$ cat src/rtl/move_ctrl_if.sv
// Button and command-strobe bundle between the board pins, the move controller
// and the block position tracker.
interface move_ctrl_if;
  logic btn_left;
  logic btn_right;
  logic btn_rot;
  logic btn_down;
  logic pause;
  logic lock;
  logic drop;
  logic left;
  logic right;
  logic ro;

  modport master (
    output btn_left, btn_right, btn_rot, btn_down, pause, lock,
    input  drop, left, right, ro
  );

  modport slave (
    input  btn_left, btn_right, btn_rot, btn_down, pause, lock,
    output drop, left, right, ro
  );
endinterface

$ cat src/rtl/move_ctrl.sv
// Debounces player buttons, adds gravity and horizontal auto-repeat, and emits one
// command strobe per cycle. Optional feature macro: MOVE_CTRL_AUTO_REPEAT_EN.
module move_ctrl #(
  parameter int DEB_CYCLES  = 250000,
  parameter int GRAV_CYCLES = 25000000,
  parameter int SOFT_CYCLES = 2500000,
  parameter int REP_DELAY   = 10000000,
  parameter int REP_RATE    = 2500000
) (
  input  logic       clk,
  input  logic       rst_n,
  move_ctrl_if.slave bus
);

  localparam int DW = $clog2(DEB_CYCLES);
  localparam int GW = $clog2(GRAV_CYCLES + 1);
  localparam logic [DW-1:0] DEB_LAST  = DW'(DEB_CYCLES - 1);
  localparam logic [GW-1:0] GRAV_LAST = GW'(GRAV_CYCLES - 1);
  localparam logic [GW-1:0] SOFT_LAST = GW'(SOFT_CYCLES - 1);

  // Bit order everywhere: 0 drop/down, 1 left, 2 right, 3 rotate.
  logic [3:0] btn_raw;
  logic [3:0] held;
  logic [3:0] rise;
  logic [3:0] req;
  logic [3:0] grant;
  logic [3:0] pend_reg;
  logic [3:0] pend_next;
  logic [3:0] strobe_reg;
  logic [1:0] rpt_req;

  assign btn_raw = {bus.btn_rot, bus.btn_right, bus.btn_left, bus.btn_down};

  genvar gi;
  generate
    for (gi = 0; gi < 4; gi++) begin : g_btn
      logic          s1_reg;
      logic          s2_reg;
      logic          deb_reg;
      logic          deb_d_reg;
      logic          block_reg;
      logic [DW-1:0] cnt_reg;

      always_ff @(posedge clk or negedge rst_n) begin
        if (!rst_n) begin
          s1_reg    <= 1'b0;
          s2_reg    <= 1'b0;
          deb_reg   <= 1'b0;
          deb_d_reg <= 1'b0;
          block_reg <= 1'b0;
          cnt_reg   <= '0;
        end else begin
          s1_reg    <= btn_raw[gi];
          s2_reg    <= s1_reg;
          deb_d_reg <= deb_reg;
          if (s2_reg == deb_reg) begin
            cnt_reg <= '0;
          end else if (cnt_reg == DEB_LAST) begin
            deb_reg <= s2_reg;
            cnt_reg <= '0;
          end else begin
            cnt_reg <= cnt_reg + 1'b1;
          end
          // A button held across a lock stays ignored until it is seen released.
          block_reg <= bus.lock | (block_reg & deb_reg);
        end
      end

      assign held[gi] = deb_reg & ~block_reg;
      assign rise[gi] = deb_reg & ~deb_d_reg & ~block_reg & ~bus.lock;
    end
  endgenerate

  logic [GW-1:0] grav_cnt_reg;
  logic [GW-1:0] grav_cnt_next;
  logic [GW-1:0] grav_last;
  logic          grav_fire;

  // Using >= lets a counter already past the soft period fire right after the switch.
  always_comb begin
    grav_last     = held[0] ? SOFT_LAST : GRAV_LAST;
    grav_fire     = 1'b0;
    grav_cnt_next = grav_cnt_reg;
    if (bus.lock) begin
      grav_cnt_next = '0;
    end else if (!bus.pause) begin
      if (grav_cnt_reg >= grav_last) begin
        grav_fire     = 1'b1;
        grav_cnt_next = '0;
      end else begin
        grav_cnt_next = grav_cnt_reg + 1'b1;
      end
    end
  end

`ifdef MOVE_CTRL_AUTO_REPEAT_EN
  localparam int REP_MAX = (REP_DELAY > REP_RATE) ? REP_DELAY : REP_RATE;
  localparam int RW = $clog2(REP_MAX + 1);
  localparam logic [RW-1:0] DELAY_LAST = RW'(REP_DELAY - 1);
  localparam logic [RW-1:0] RATE_LAST  = RW'(REP_RATE - 1);

  typedef enum logic [1:0] {RPT_IDLE, RPT_DELAY, RPT_REPEAT} rpt_state_t;

  logic both_horiz;
  logic held_unused;
  assign both_horiz  = g_btn[1].deb_reg & g_btn[2].deb_reg;
  assign held_unused = held[3];

  generate
    for (gi = 0; gi < 2; gi++) begin : g_rpt
      rpt_state_t    state_reg;
      rpt_state_t    state_next;
      logic [RW-1:0] cnt_reg;
      logic [RW-1:0] cnt_next;
      logic          fire;

      always_ff @(posedge clk or negedge rst_n) begin
        if (!rst_n) begin
          state_reg <= RPT_IDLE;
          cnt_reg   <= '0;
        end else begin
          state_reg <= state_next;
          cnt_reg   <= cnt_next;
        end
      end

      always_comb begin
        state_next = state_reg;
        cnt_next   = cnt_reg;
        fire       = 1'b0;
        if (bus.lock || !held[gi+1] || both_horiz) begin
          state_next = RPT_IDLE;
          cnt_next   = '0;
        end else if (!bus.pause) begin
          case (state_reg)
            RPT_IDLE: begin
              state_next = RPT_DELAY;
              cnt_next   = '0;
            end
            RPT_DELAY: begin
              if (cnt_reg == DELAY_LAST) begin
                fire       = 1'b1;
                state_next = RPT_REPEAT;
                cnt_next   = '0;
              end else begin
                cnt_next = cnt_reg + 1'b1;
              end
            end
            RPT_REPEAT: begin
              if (cnt_reg == RATE_LAST) begin
                fire     = 1'b1;
                cnt_next = '0;
              end else begin
                cnt_next = cnt_reg + 1'b1;
              end
            end
            default: begin
              state_next = RPT_IDLE;
              cnt_next   = '0;
            end
          endcase
        end
      end

      assign rpt_req[gi] = fire;
    end
  endgenerate
`else
  logic [34:0] rep_unused;
  assign rep_unused = {held[3:1], 32'(REP_DELAY ^ REP_RATE)};
  assign rpt_req    = 2'b00;
`endif

  // Lowest set bit wins, which is the tracker's drop>left>right>ro priority.
  always_comb begin
    req   = {rise[3], rise[2] | rpt_req[1], rise[1] | rpt_req[0], rise[0] | grav_fire};
    grant = 4'b0000;
    if (!bus.pause && !bus.lock) begin
      grant = pend_reg & (~pend_reg + 4'd1);
    end
    pend_next = bus.lock ? 4'b0000 : ((pend_reg & ~grant) | req);
  end

  always_ff @(posedge clk or negedge rst_n) begin
    if (!rst_n) begin
      grav_cnt_reg <= '0;
      pend_reg     <= 4'b0000;
      strobe_reg   <= 4'b0000;
    end else begin
      grav_cnt_reg <= grav_cnt_next;
      pend_reg     <= pend_next;
      strobe_reg   <= grant;
    end
  end

  assign bus.drop  = strobe_reg[0];
  assign bus.left  = strobe_reg[1];
  assign bus.right = strobe_reg[2];
  assign bus.ro    = strobe_reg[3];

endmodule
$ cat src/flat_wrapper.sv
// flat-port wrapper written by rule: the top's interface ports become plain ports
module move_ctrl_flat 
#(
  parameter int DEB_CYCLES  = 250000,
  parameter int GRAV_CYCLES = 25000000,
  parameter int SOFT_CYCLES = 2500000,
  parameter int REP_DELAY   = 10000000,
  parameter int REP_RATE    = 2500000
)
  (clk, rst_n, bus_btn_left, bus_btn_right, bus_btn_rot, bus_btn_down, bus_pause, bus_lock, bus_drop, bus_left, bus_right, bus_ro);
  move_ctrl_if bus_i ();
  input  logic clk;
  input  logic rst_n;
  input wire logic [$bits(bus_i.btn_left)-1:0] bus_btn_left;
  input wire logic [$bits(bus_i.btn_right)-1:0] bus_btn_right;
  input wire logic [$bits(bus_i.btn_rot)-1:0] bus_btn_rot;
  input wire logic [$bits(bus_i.btn_down)-1:0] bus_btn_down;
  input wire logic [$bits(bus_i.pause)-1:0] bus_pause;
  input wire logic [$bits(bus_i.lock)-1:0] bus_lock;
  output wire logic [$bits(bus_i.drop)-1:0] bus_drop;
  output wire logic [$bits(bus_i.left)-1:0] bus_left;
  output wire logic [$bits(bus_i.right)-1:0] bus_right;
  output wire logic [$bits(bus_i.ro)-1:0] bus_ro;
  assign bus_i.btn_left = bus_btn_left;
  assign bus_i.btn_right = bus_btn_right;
  assign bus_i.btn_rot = bus_btn_rot;
  assign bus_i.btn_down = bus_btn_down;
  assign bus_i.pause = bus_pause;
  assign bus_i.lock = bus_lock;
  assign bus_drop = bus_i.drop;
  assign bus_left = bus_i.left;
  assign bus_right = bus_i.right;
  assign bus_ro = bus_i.ro;
  move_ctrl #(.DEB_CYCLES(DEB_CYCLES), .GRAV_CYCLES(GRAV_CYCLES), .SOFT_CYCLES(SOFT_CYCLES), .REP_DELAY(REP_DELAY), .REP_RATE(REP_RATE)) u_core (.clk(clk), .rst_n(rst_n), .bus(bus_i));
endmodule
$ cat config.mk
export PLATFORM = sky130hd
export DESIGN_NAME = move_ctrl_flat
export DESIGN_NICKNAME = d
export VERILOG_FILES = /design/src/rtl/move_ctrl_if.sv /design/src/rtl/move_ctrl.sv /design/src/flat_wrapper.sv
export SDC_FILE = /design/constraint.sdc
export NUM_CORES = 1
export LEC_CHECK = 0
export CORE_MARGIN = 2
export CORE_UTILIZATION = 45
export DETAILED_ROUTE_END_ITERATION = 10
export PLACE_DENSITY = 0.7
export SETUP_SLACK_MARGIN = 0.5
export SKIP_LAST_GASP = 1
export SYNTH_ARGS = -nofsm -noshare
export SYNTH_HDL_FRONTEND = slang
export SYNTH_SLANG_ARGS = --single-unit
$ cat constraint.sdc
create_clock -name clk -period 2.4 [get_ports clk]
set_input_delay 0.72 -clock clk [delete_from_list [all_inputs] [get_ports clk]]
set_output_delay 0.72 -clock clk [all_outputs]
set_load 0.01 [all_outputs]
# Yosys cells after proc, flatten, opt, wreduce, memory -nomap -nowiden
# Cells that the tools add are included.
# Widths: inputs -> output; s select.
[totals]
reg_bits = 125
input_bits = 8
out_inout_bits = 4
[op_classes]
addsub = 6
order_cmp = 1
n_eq_ne = 9
muxes = 17
bitwise = 40
n_reduce_logical = 7
[ops]
columns = ["op", "n"]
rows = [
  ["$mux 18", 8],
  ["$mux 25", 4],
  ["$add 18x1->18 const B", 4],
  ["$eq 18x18->1 const B", 4],
  ["$add 25x1->25 const B", 1],
  ["$ge 25x25->1", 1],
  ["$and 1x1->1", 17],
  ["$not 1->1", 13],
  ["$and 4x4->4", 2],
  ["$mux 4", 2],
  ["$not 4->4", 2],
  ["$reduce_and 2->1", 4],
  ["$or 1x1->1", 5],
  ["$add 4x1->4 const B", 1],
  ["$eq 1x1->1", 4],
  ["$or 4x4->4", 1],
  ["$mux 1", 3],
  ["$logic_not 1->1", 2],
  ["$ne 2x1->1 const B", 1],
  ["$logic_and 1x1->1", 1],
]

# Longest topological paths before layout
[logic_depth]
ltp_word = 10
mapped_depth = 11
depth_no_buf = 9

# Least setup slack after synthesis
# Ideal clock, no wire load.
[synth_timing]
kind = "register to register"
startpoint = "reg u_core.g_btn[0].block_reg"
endpoint = "reg u_core.grav_cnt_reg[5]"
setup_time_ps = 132
arrival_ps = 2269
required_time_ps = 2268
setup_slack_ps = 0
stages_incl_launch_ff = 12
path_buffers = 2
path_cell_list = "dfrtp_1 -> and2b_1 -> buf_6 -> inv_4 -> ha_1 -> nand4_1 -> or4_1 -> o211ai_1 -> o2111ai_4 -> buf_6 -> a32oi_1 -> nor2_1"
[synth_via]
elab_chain_len = 7
[synth_rtl]
columns = ["item", "line", "rtl"]
rows = [
  ["start: declaration", "move_ctrl.sv:41", "logic block_reg;"],
  ["start signal: assignment", "move_ctrl.sv:65", "block_reg <= bus.lock | (block_reg & deb_reg);"],
  ["$not 1->1", "move_ctrl.sv:69", "assign held[gi] = deb_reg & ~block_reg;"],
  ["$and 1x1->1", "move_ctrl.sv:69", ""],
  ["$mux 25", "move_ctrl.sv:81", "grav_last = held[0] ? SOFT_LAST : GRAV_LAST;"],
  ["$ge 25x25->1", "move_ctrl.sv:87", "if (grav_cnt_reg >= grav_last) begin"],
  ["$mux 25", "move_ctrl.sv:87", ""],
  ["$mux 25", "move_ctrl.sv:86", "end else if (!bus.pause) begin"],
  ["$mux 25", "move_ctrl.sv:84", "if (bus.lock) begin"],
  ["end signal: assignment", "move_ctrl.sv:190", "grav_cnt_reg <= grav_cnt_next;"],
  ["end: declaration", "move_ctrl.sv:74", "logic [GW-1:0] grav_cnt_reg;"],
]
# No other way between the ends. The select of a mux whose other input is x is not followed.
# A chain may end at the register's enable or synchronous reset.

# Worst setup path in the final report
[layout_timing]
startpoint = "reg u_core.g_btn[0].block_reg"
endpoint = "reg u_core.grav_cnt_reg[23]"
# The elaborated chain is that of the path after synthesis.

==> summary.md <==
| Metric | Value |
|---|---|
| Simple-Gate Fraction of Synth Area | `27.40%` |
| Leakage power | `0.003309 µW` |
| Multiplexer share of the synthesized area | `1.405%` |
| Overall fraction of global-route tracks in use | `19.44%` |
| Synthesized instance count | `668` |
| Worst Path Class, Setup | `reg2reg` |
| Antenna cell count | `0` |
| Cell type with the largest total area after synthesis | `dfrtp_1` |
| P_int | `3890 µW` |
| Remaining routing DRC violations | `0` |
| Final number of max-transition violations | `0` |
| Fin Clk Skew | `0.008143 ns` |
| Maximum count of clock buffers along a single path | `2` |
| Number of DRC markers in iteration 0 | `442` |
| Cell row count | `43` |
| Startpoint of the worst register-to-register path | `u_core.g_btn[0].block_reg$_DFF_PN0_` |
| Post-synth top area share | `49.47%` |
| Weighted congestion at the end of routability-driven global placement | `0.8933` |
| Outcome | `finished with violations` |
| Unrepaired setup endpoints after global routing | `true` |
| Die width | `122.5 µm` |
| Share of layout cells above drive strength 1 | `15.19%` |
| Vias in the first global route | `4,854` |
| Peak VDD IR | `473.9 µV` |
| Failing checks | `setup timing` |
| Routed len/inst | `14.68 µm` |
| Final setup violation count | `12` |
| Detailed placer's ending HPWL | `8755 µm` |
| Avg Cell Area, Syn | `9.466 µm²` |
| Number of cells on the worst reg-to-reg path | `10` |
| Timing endpoint of the critical path | `u_core.grav_cnt_reg[23]$_DFFE_PN0P_` |
| Total chip power | `4989 µW` |
| Most common flop cell mapped by yosys | `dfrtp_1` |
| Worst-path clk slew | `0.06 ns` |
| CP startpoint | `u_core.g_btn[0].block_reg$_DFF_PN0_` |
| Sequential cell fraction of total power | `43.3%` |
| Hold buffer count at CTS | `0` |
| Post-Syn Area | `0.006324 mm²` |
| Post-Syn Nets | `685` |
| Max capacitance violation total | `0` |
| Logic depth of the worst setup path including buffers | `10` |
| Post-synthesis compound-gate area fraction | `7.301%` |
| Longest individual stage delay on the worst path | `0.42 ns` |
| Critical-path cell with the highest stage delay | `or4_1` |
| Area Overhead vs Synth | `20.80%` |
| Proportion of power drawn by the clock network | `53.1%` |
| Drt total wl | `13,270 µm` |
| Switching component of the power | `1099 µW` |
| Worst Setup Start Kind | `register` |
| Number of register bits inferred by synthesis | `125` |
| Floorplan die area | `0.01502 mm²` |
| Count of unique library cells instantiated by Yosys | `54` |
| Cell-by-cell trace of the critical path | `and2b_2 > inv_8 > ha_4 > nand4_1 > or4_1 > o211ai_1 > o2111ai_4 > buf_6 > a41oi_2 > o41ai_1` |
| Combinational family with the most area after synthesis | `simple AND/OR/NAND/NOR gates` |
| Power share of the combinational group | `3.7%` |
| Initial core utilization | `45.73%` |
| Top-Level Pins | `12` |
| Share of the core filled with cells in the final layout | `55.24%` |
| Number of buffers added on ports | `11` |
| Number of clock sinks | `125` |
| YS warnings | `0` |
| XOR/XNOR Fraction of Synth Area | `9.280%` |
| TritonCTS buffer count | `17` |
| Min setup slack post-route | `-0.04437 ns` |
| Achievable Freq | `409.1 MHz` |
| Slew margin rel. | `60.84%` |
| Synth async-reset ratio | `100.0%` |
| Global-route wire length before repair | `22,860 µm` |
| Clock latency reported for the late side of the worst-skew pair | `0.42 ns` |
| Data arrival time of the critical path | `2.74 ns` |
| Largest net degree at the start of global routing | `43` |
| Path type of the worst min-delay path | `in2async` |
| Power Dens Cells | `653.1 mW/mm²` |
| Core outline area | `0.01383 mm²` |
| Worst reg2reg path endpoint | `u_core.grav_cnt_reg[23]$_DFFE_PN0P_` |
| Fillers | `1,139` |
| Floorplan die height | `122.5 µm` |
| Number of vias per cell after detailed routing | `5.493` |
| Initial antenna violation count | `0` |
| Final worst path period need | `2.444 ns` |
| Tcrit/Tclk final | `101.8%` |
| DRT antenna net count | `0` |
| Measured slew at the worst slew-check pin | `0.5799 ns` |
| Sequential area share after synthesis | `49.47%` |
| Required @ worst endpoint | `2.70 ns` |
| Slack of the worst reg-to-reg path | `-0.04 ns` |
| TritonCTS clock tree | `built` |
| Largest fanout on the critical path | `8` |
| Number of hold violations in the final report | `0` |
| Kind of cell adding the most delay to the critical path | `simple AND/OR/NAND/NOR gates` |
| Worst setup EP type | `register` |
| Switching Share | `22.02%` |
| Arithmetic-cell share of the synthesized area counting full adders, half adders and majority gates | `1.781%` |
| EDFF count, synth | `0` |
| Iteration count of the initial detailed-routing pass | `6` |
| Number of nets in the final layout | `728` |
| Number of flip-flops under the largest register name | `72` |
| Root Buffer | `clkbuf_16` |
| CP Buf/Inv Count | `2` |
| Clock H-tree levels | `4` |
| Global route overflow | `0` |
| Leading post-synthesis cells by cell area | `dfrtp_1, nor2_1, xnor2_1` |
| Routed via count | `4,966` |
## through the flow
| step | hold slack [ns] | TNS [ns] | instance area [µm²] | setup WS, ns | instances |
|---|---|---|---|---|---|
| finish | 0.2660 | -0.2531 | 7639 | -0.04437 | 904 |
| global route | 0.2775 | -3.469 | 7639 | -0.2001 | 904 |
| CTS | 0.2640 | -0.6152 | 7581 | -0.06545 | 904 |
| detailed placement | 0.3409 | -0.6162 | 6915 | -0.1175 | 871 |
| global placement | 0.3341 | -0.05636 | 6915 | -0.02151 | 871 |
| floorplan | 0.3312 | 0 | 6389 | 0.01878 | 668 |
## cells in the final DEF, fill, tap and decap left out, drive strengths merged, types with 7 or more instances in the layout
| cell | count |
|---|---|
| dfrtp | 125 |
| nand2 | 64 |
| nor2 | 111 |
| inv | 20 |
| clkbuf | 19 |
| clkinvlp | 7 |
| a21oi | 13 |
| o211ai | 13 |
| nor3 | 17 |
| o21ai | 7 |
| xor2 | 31 |
| buf | 45 |
| nor4 | 12 |
| ha | 9 |
| xnor2 | 36 |
| nand3 | 53 |
| mux2 | 7 |
| nand4 | 21 |
| and3 | 30 |
## how the worst min path moves through the flow
stage / slack, ns / endpoint / cells past startpoint
after detailed placement: 0.34 / u_core.g_btn[1].s2_reg$_DFF_PN0_ / 0
after floorplan: 0.33 / u_core.g_btn[0].s2_reg$_DFF_PN0_ / 0
after global placement: 0.33 / u_core.g_btn[3].s2_reg$_DFF_PN0_ / 0
after CTS: 0.26 / u_core.g_btn[3].deb_reg$_DFFE_PN0P_ / 1
after global routing: 0.28 / u_core.g_btn[3].deb_reg$_DFFE_PN0P_ / 1
final: 0.27 / u_core.grav_cnt_reg[6]$_DFFE_PN0P_ / 1
## cell type report
| class | instances | area [µm²] | area share [%] |
|---|---|---|---|
| timing repair buffer | 55 | 469.2 | 6.143 |
| inverter | 19 | 78.83 | 1.032 |
| multi-input combinational | 493 | 3119 | 40.84 |
| sequential | 125 | 3128 | 40.95 |
| clock inverter | 13 | 165.2 | 2.162 |
| tap | 180 | 225.2 | 2.948 |
| clock buffer | 19 | 452.9 | 5.930 |
## power groups by stage
stage / clock, µW / combinational [µW] / sequential, µW
final: 2650 / 183 / 2160
after global placement: 0 / 178 / 2190
after CTS: 2700 / 186 / 2160
after global routing: 2810 / 209 / 2160
after floorplan: 0 / 79.0 / 2190
after detailed placement: 0 / 183 / 2200
## metal layers
metal  part of all wire, %  GRT usage, %  up-vias
met5                     0             0        -
met4                   2.1         9.124        0
met3                   3.4         4.786       21
met2                    47         29.83      102
met1                    47         25.99     2437
li1                      -             -     2406
## cells by family after synthesis
logic type	count (synthesis)
compound gates	59
xor+xnor	67
fa+ha+maj	9
buf+inv	50
flops	125
mux	8
simple gates	350
## what timing repair did
action | 4_1_cts | 5_1_grt
setup buffers | 1 | 0
setup endpoints to repair | 59 | 82
pin swaps | 3 | 2
resized for setup | 13 | 9
## Yosys cell counts, drive strengths merged, types with 2 or more instances
| library cell | number |
|---|---|
| nand3b | 5 |
| dfrtp | 125 |
| clkbuf | 25 |
| nand2b | 5 |
| o211ai | 13 |
| a41oi | 2 |
| or4 | 4 |
| or3 | 6 |
| o21ai | 7 |
| o41ai | 4 |
| nand2 | 64 |
| nor4 | 12 |
| ha | 9 |
| nand4b | 3 |
| mux2 | 7 |
| nor3 | 17 |
| buf | 6 |
| nor2b | 2 |
| and4 | 4 |
| and2 | 2 |
| nand4 | 21 |
| a21oi | 13 |
| a32oi | 4 |
| o311ai | 4 |
| a31oi | 2 |
| nor4b | 5 |
| and3 | 30 |
| nor3b | 2 |
| nand3 | 53 |
| xnor2 | 36 |
| inv | 19 |
| or2 | 3 |
| nor2 | 111 |
| xor2 | 31 |
## worst reg2reg max path: cells and delay by family (launching register included)
family                   cells  cell delay [ns]
AND/OR/NAND/NOR              3             0.81
flip-flops                   1             0.37
AO/OA/AOI/OAI                4             0.60
buffers and inverters        2             0.25
adder cells (fa/ha/maj)      1             0.28
No activity file was read; power rests on OpenSTA's default activity.
